[config.mk]
export PLATFORM = sky130hd
export DESIGN_NAME = l1_to_l2_request
export DESIGN_NICKNAME = d
export VERILOG_FILES = /design/src/rtl/l1_to_l2_request.sv
export SDC_FILE = /design/constraint.sdc
export NUM_CORES = 1
export LEC_CHECK = 0
export ABC_AREA = 0
export CORE_AREA = 2 2 227 229
export DETAILED_ROUTE_END_ITERATION = 12
export DIE_AREA = 0 0 229 231
export DONT_BUFFER_PORTS = 1
export SETUP_SLACK_MARGIN = 0.4
export SLEW_MARGIN = 20
export SYNTH_ARGS = -nofsm -noshare
export SYNTH_HDL_FRONTEND = slang
export SYNTH_SLANG_ARGS = --single-unit
[constraint.sdc]
create_clock -name clk -period 1.88 [get_ports clk]
set_input_delay 0.188 -clock clk [delete_from_list [all_inputs] [get_ports clk]]
set_output_delay 0.188 -clock clk [all_outputs]
set_load 0.01 [all_outputs]
[src/rtl/l1_to_l2_request.sv]
// L1-side miss requester: issues one request to L2, retries on tag mismatch or timeout,
// presents the returned line on the fill port or pulses err_valid once retries run out.
module l1_to_l2_request #(
  parameter int unsigned ADDR_W    = 16,
  parameter int unsigned DATA_W    = 256,
  parameter int unsigned TIMEOUT   = 64,
  parameter int unsigned MAX_RETRY = 3
) (
  input  logic              clk,
  input  logic              rst,
  input  logic              miss_valid,
  input  logic [ADDR_W-1:0] miss_addr,
  output logic              miss_ready,
  output logic              req_to_l2,
  output logic [ADDR_W-1:0] addr,
  input  logic              ack_to_l1,
  input  logic [ADDR_W-1:0] addr_tag,
  input  logic [DATA_W-1:0] data,
  output logic              fill_valid,
  output logic [ADDR_W-1:0] fill_addr,
  output logic [DATA_W-1:0] fill_data,
  input  logic              fill_ready,
  output logic              err_valid,
  output logic              busy
);

  localparam int unsigned TO_W = (TIMEOUT > 1) ? $clog2(TIMEOUT) : 1;
  localparam int unsigned RT_W = ($clog2(MAX_RETRY + 1) > 0) ? $clog2(MAX_RETRY + 1) : 1;
  localparam logic [TO_W-1:0] TO_LAST   = TO_W'(TIMEOUT - 1);
  localparam logic [RT_W-1:0] RETRY_MAX = RT_W'(MAX_RETRY);

  typedef enum logic [2:0] {
    IDLE = 3'd0,
    REQ  = 3'd1,
    GAP  = 3'd2,
    FILL = 3'd3,
    ERR  = 3'd4
  } state_t;

  state_t          state;
  logic [TO_W-1:0] to_cnt;
  logic [RT_W-1:0] retry_cnt;
  logic            tag_hit;

  assign miss_ready = (state == IDLE);
  assign tag_hit    = (addr_tag == addr);

  always_ff @(posedge clk or negedge rst) begin
    if (!rst) begin
      state      <= IDLE;
      req_to_l2  <= 1'b0;
      addr       <= '0;
      fill_valid <= 1'b0;
      fill_addr  <= '0;
      fill_data  <= '0;
      err_valid  <= 1'b0;
      busy       <= 1'b0;
      to_cnt     <= '0;
      retry_cnt  <= '0;
    end else begin
      err_valid <= 1'b0;
      case (state)
        IDLE: begin
          if (miss_valid) begin
            addr      <= miss_addr;
            retry_cnt <= '0;
            to_cnt    <= '0;
            req_to_l2 <= 1'b1;
            busy      <= 1'b1;
            state     <= REQ;
          end
        end
        REQ: begin
          if (to_cnt != TO_LAST) begin
            to_cnt <= to_cnt + 1'b1;
          end
          // A matching ack on the timeout cycle still counts as a response.
          if (ack_to_l1 && tag_hit) begin
            fill_data  <= data;
            fill_addr  <= addr;
            fill_valid <= 1'b1;
            req_to_l2  <= 1'b0;
            state      <= FILL;
          end else if (ack_to_l1 || (to_cnt == TO_LAST)) begin
            req_to_l2 <= 1'b0;
            if (retry_cnt < RETRY_MAX) begin
              retry_cnt <= retry_cnt + 1'b1;
              state     <= GAP;
            end else begin
              err_valid <= 1'b1;
              state     <= ERR;
            end
          end
        end
        GAP: begin
          to_cnt    <= '0;
          req_to_l2 <= 1'b1;
          state     <= REQ;
        end
        FILL: begin
          if (fill_ready) begin
            fill_valid <= 1'b0;
            busy       <= 1'b0;
            state      <= IDLE;
          end
        end
        ERR: begin
          busy  <= 1'b0;
          state <= IDLE;
        end
        default: begin
          req_to_l2  <= 1'b0;
          fill_valid <= 1'b0;
          busy       <= 1'b0;
          state      <= IDLE;
        end
      endcase
    end
  end

endmodule

# Word level (Yosys, flattened, before mapping)
# Index checks and enable logic that the tools add are counted.
word_totals:
  mem_bits_rw: 0
  memories: 0
  wordCells: 73
  latch_bits: 0
  regBits: 303
  rom_bits: 0
  out_inout_bits: 293
  inputBits: 293
op_classes:
  div: 0
  bitwise: 3
  multipliers: 0
  n_reduce_logical: 16
  muxes: 26
  n_lt_le_gt_ge: 1
  n_eq_ne: 15
  shift: 0
  addsub: 2
op_table:
  columns: ["operator", "count"]
  rows:
  - ["$pmux 6 s3", 1]
  - ["$eq 16x16->1", 1]
  - ["$mux 3", 5]
  - ["$reduce_and 3->1", 5]
  - ["$ne 2x2->1 const B", 7]
  - ["$mux 6", 2]
  - ["$pmux 3 s4", 1]
  - ["$mux 1", 9]
  - ["$mux 2", 4]
  - ["$add 6x1->6 const B", 1]
  - ["$eq 3x2->1 const B", 2]
  - ["$eq 6x6->1 const B", 1]
  - ["$ne 6x6->1 const B", 1]
  - ["$pmux 1 s3", 2]
  - ["$reduce_and 5->1", 1]
  - ["$pmux 1 s4", 1]
  - ["$pmux 2 s2", 1]
  - ["$reduce_and 2->1", 2]
  - ["$reduce_or 2->1", 2]
  - ["$eq 3x1->1 const B", 1]
  - ["$eq 3x3->1 const B", 1]
  - ["$logic_not 3->1", 1]
  - ["$ne 3x3->1 const B", 1]
  - ["$not 1->1", 3]
  - ["other kinds (7)", 7]

# Logic depth before layout (Yosys ltp)
logic_depth:
  ltp_word: 5
  ltp_mapped: 8

# Worst setup path before layout
# No wires, ideal clock.
synth_path:
  path_type: "reg2reg"
  startpoint: "register addr[2]"
  endpoint: "register fill_data[130]"
  setup_time_ps: 128
  path_buffers: 2
  path_stages_with_launch: 8
  arrival_time_ps: 2011
  slack_ps: -259
  synth_period_minus_slack_ps: 2139
  cell_sequence: "dfrtp_1 > nor2b_1 > a221o_1 > nor4_2 > nand4_1 > buf_4 > buf_4 > mux2_1"
synth_between:
  elab_chain_cells: 3
synth_lines:
  columns: ["item", "line", "text"]
  rows:
  - ["start: declaration", "15", "output logic [ADDR_W-1:0] addr,"]
  - ["start signal: assignment", "65", "addr <= miss_addr;"]
  - ["$eq 16x16->1", "46", "assign tag_hit = (addr_tag == addr);"]
  - ["$logic_and 1x1->1", "78", "if (ack_to_l1 && tag_hit) begin"]
  - ["$reduce_and 2->1 (no line)", null, null]
  - ["end signal: assignment", "79", "fill_data <= data;"]
  - ["end: declaration", "21", "output logic [DATA_W-1:0] fill_data,"]
# Every way passes these cells.
# A chain may end at the register's enable or synchronous reset.

# Worst setup path in the final report
layout_path:
  startpoint: "register addr[7]"
  endpoint: "register fill_data[52]"
# The elaborated chain is that of the path after synthesis.

==> results.json <==
{
  "area_growth_syn_to_layout_pct": 46.3,
  "antenna_found_initial": 0,
  "grtUsageTotal": 0.121,
  "synth-edff-count": 0,
  "layout-drive-gt1-share": 0.177,
  "critPathMaxFanout": 49,
  "insertion_delay_ns": 0.52,
  "power_density_mw_per_mm2": 928,
  "leakagePower_nw": 8.71,
  "finish.utilization": 0.339,
  "avgSynthCellArea_sq_um": 16.1,
  "end_kind": "flop",
  "yosys.area.top_type_share": 0.646,
  "worstSetupStartpointType": "flop",
  "wl_mm": 34.3,
  "yosys-top-cells-count": "dfrtp_1, mux2_1, buf_6",
  "path_clk_slew_ns": 0.06,
  "ant_nets": 0,
  "vias": 7380,
  "hold_viol_final": 303,
  "worstPathRequired_ns": 2.27,
  "crit_type": "reg2reg",
  "ctsHoldBuffers": 274,
  "holdWs_ns": -0.645,
  "grt_first_pass_wirelength_mm": 49.8,
  "violations": "negative hold slack, negative setup slack",
  "cts.sinks": 303,
  "design.core.area_sq_mm": 0.0507,
  "max_slew.worst_pin.slew_ns": 0.832,
  "placed_cell_area_sq_mm": 0.0127,
  "start_util": 0.232,
  "diodes": 0,
  "ys_seq_area_frac": 0.646,
  "chipWidth_um": 229,
  "setup_viol": 276,
  "first_global_vias": 8185,
  "port_buffers": 0,
  "wire_per_inst_um": 19.5,
  "synth-seq-cells": 303,
  "yosysMostFrequentCell": "dfrtp_1",
  "maxCapViolCount": 0,
  "rsz0062_at_grt": "true",
  "drv_slew": 0,
  "netlist_instances": 727,
  "cts-root-buf": "clkbuf_16",
  "yosys_warnings": 0,
  "fin_crit_sh": 1.22,
  "status": "complete, but fails checks",
  "grt_overflow": 0,
  "clock.fmax_mhz": 435,
  "cts_tree": "yes",
  "max-clock-path-buffers": 3,
  "io_pins": 586,
  "arrival_ns": 2.69,
  "yosysUniqueCellTypes": 35,
  "synth_area_sq_mm": 0.0117,
  "period_needed_ns": 2.30,
  "die-height_um": 231,
  "drt_iter0_markers": 231,
  "slew_headroom": 0.445,
  "fin_area_sq_mm": 0.0172,
  "via_per_inst": 4.19,
  "syn_nets": 1022,
  "yosys.area.top_type": "dfrtp_1",
  "first_pass_iters": 4,
  "numCtsBuffers": 34,
  "grt_max_degree": 304,
  "setup_slack_ns": -0.418,
  "hold_path_class": "in2async",
  "h-tree-depth": 2,
  "ys.flop_type": "dfrtp_1",
  "nNetsFinal": 1353,
  "postSynth.asyncResetShare": 1.00,
  "gp_congestion": 0.789,
  "remaining_drc_errors": 0,
  "die_area_sq_mm": 0.0529,
  "finClkSkew_ns": 0.0104,
  "dpl.hpwl_mm": 21.5,
  "synth_top_cells_by_area": "dfrtp_1, mux2_1, buf_6",
  "rows": 83,
  "ir_drop_v": 0.000752
}
==> final cells by class <==
| type | instances | area (sq um) |
|---|---|---|
| Fill cell | 4837 | 33500 |
| Tap cell | 680 | 851 |
| Inverter | 8 | 30.0 |
| Timing Repair Buffer | 330 | 3510 |
| Multi-Input combinational cell | 381 | 4090 |
| Clock buffer | 50 | 995 |
| Clock inverter | 10 | 129 |
| Sequential cell | 303 | 7580 |
==> layer usage <==
metal,vias to the layer above,global-route usage,routed length (um)
li1,3228,-,-
met1,3716,0.126,11900
met2,370,0.219,18000
met3,66,0.0468,3230
met4,0,0.0485,1220
met5,-,0,0
==> metrics by stage <==
stage          total power, W  TNS (ns)  setup slack (ns)  std cells
2_1_floorplan         0.00810    -62.53            -0.239        727
3_3_place_gp          0.00880    -78.95            -0.329       1413
3_5_place_dp          0.00883    -83.36            -0.365       1413
4_1_cts                0.0162    -82.57            -0.350       1754
5_1_grt                0.0167   -134.06            -0.555       1762
6_report               0.0159    -96.41            -0.418       1762
==> placed cells by master, fill, tap and decap left out, types with 3 or more instances in the layout <==
cell and instances:
clkbuf_16 42, mux2_4 65, inv_1 8, bufinv_16 3
nand4_1 4, dfrtp_1 303, buf_12 11, nor2_1 14
xor2_1 7, buf_16 4, buf_4 28, o21ai_0 8
and3_1 4, xnor2_1 6, dlygate4sd3_1 274, nor3_1 5
clkbuf_1 11, buf_6 6, nand2_1 15, mux2_1 207
clkinv_2 6, mux2_2 13
==> power by group <==
group          leakage, nW  switching [W]  internal [W]
Combinational         3.97       0.000991       0.00120
Clock                0.554        0.00262       0.00408
Sequential            4.18       0.000243       0.00681
Total                 8.71        0.00385        0.0121
==> flip-flops by register name, indices dropped and copies added (netlist names) <==
| name | count |
|---|---|
| addr | 16 |
| busy | 1 |
| err_valid | 1 |
| fill_addr | 16 |
| fill_data | 256 |
| fill_valid | 1 |
| req_to_l2 | 1 |
| retry_cnt | 2 |
| state | 3 |
| to_cnt | 6 |
==> timing repair <==
action,in CTS,in global routing
pin swaps,5,1
setup endpoints to repair,299,299
setup buffers,5,3
gates cloned,2,5
endpoints found under the hold margin,583,303
resized for setup,14,73
==> path summary, 6_finish.rpt <==
kind / start / endpoint / slack, ns / cells past startpoint
min reg2reg: retry_cnt[0]$_DFFE_PN0P_ / retry_cnt[0]$_DFFE_PN0P_ / 0.53 / 1
min: rst / addr[14]$_DFFE_PN0P_ / -0.65 / 0
min in group clk: ack_to_l1 / state[1]$_DFFE_PN0P_ / 0.07 / 3
max in group asynchronous: rst / fill_addr[5]$_DFFE_PN0P_ / 1.82 / 0
max reg2reg: addr[7]$_DFFE_PN0P_ / fill_data[52]$_DFFE_PN0P_ / -0.42 / 8
max: addr[7]$_DFFE_PN0P_ / fill_data[52]$_DFFE_PN0P_ / -0.42 / 8
==> cells by family after synthesis <==
| family | count (synthesis) | share of synthesized area |
|---|---|---|
| DFF | 303 | 0.646 |
| muxes | 285 | 0.273 |
| and+or+nand+nor | 54 | 0.0221 |
| buffers and inverters | 43 | 0.0304 |
| AOI/OAI and AO/OA | 25 | 0.0148 |
| xor gates and xnor gates | 14 | 0.0104 |
| adders and majority gates | 3 | 0.00298 |
==> worst max-delay path: stages (launching register included) <==
cell     delay (ns)
dfrtp_1        0.39
xnor2_1        0.17
nand2_1        0.17
nor4_4         0.32
nand4_1        0.16
buf_6          0.18
buf_16         0.16
buf_12         0.19
mux2_1         0.36
Note: power is estimated with default switching activity, not from simulation.
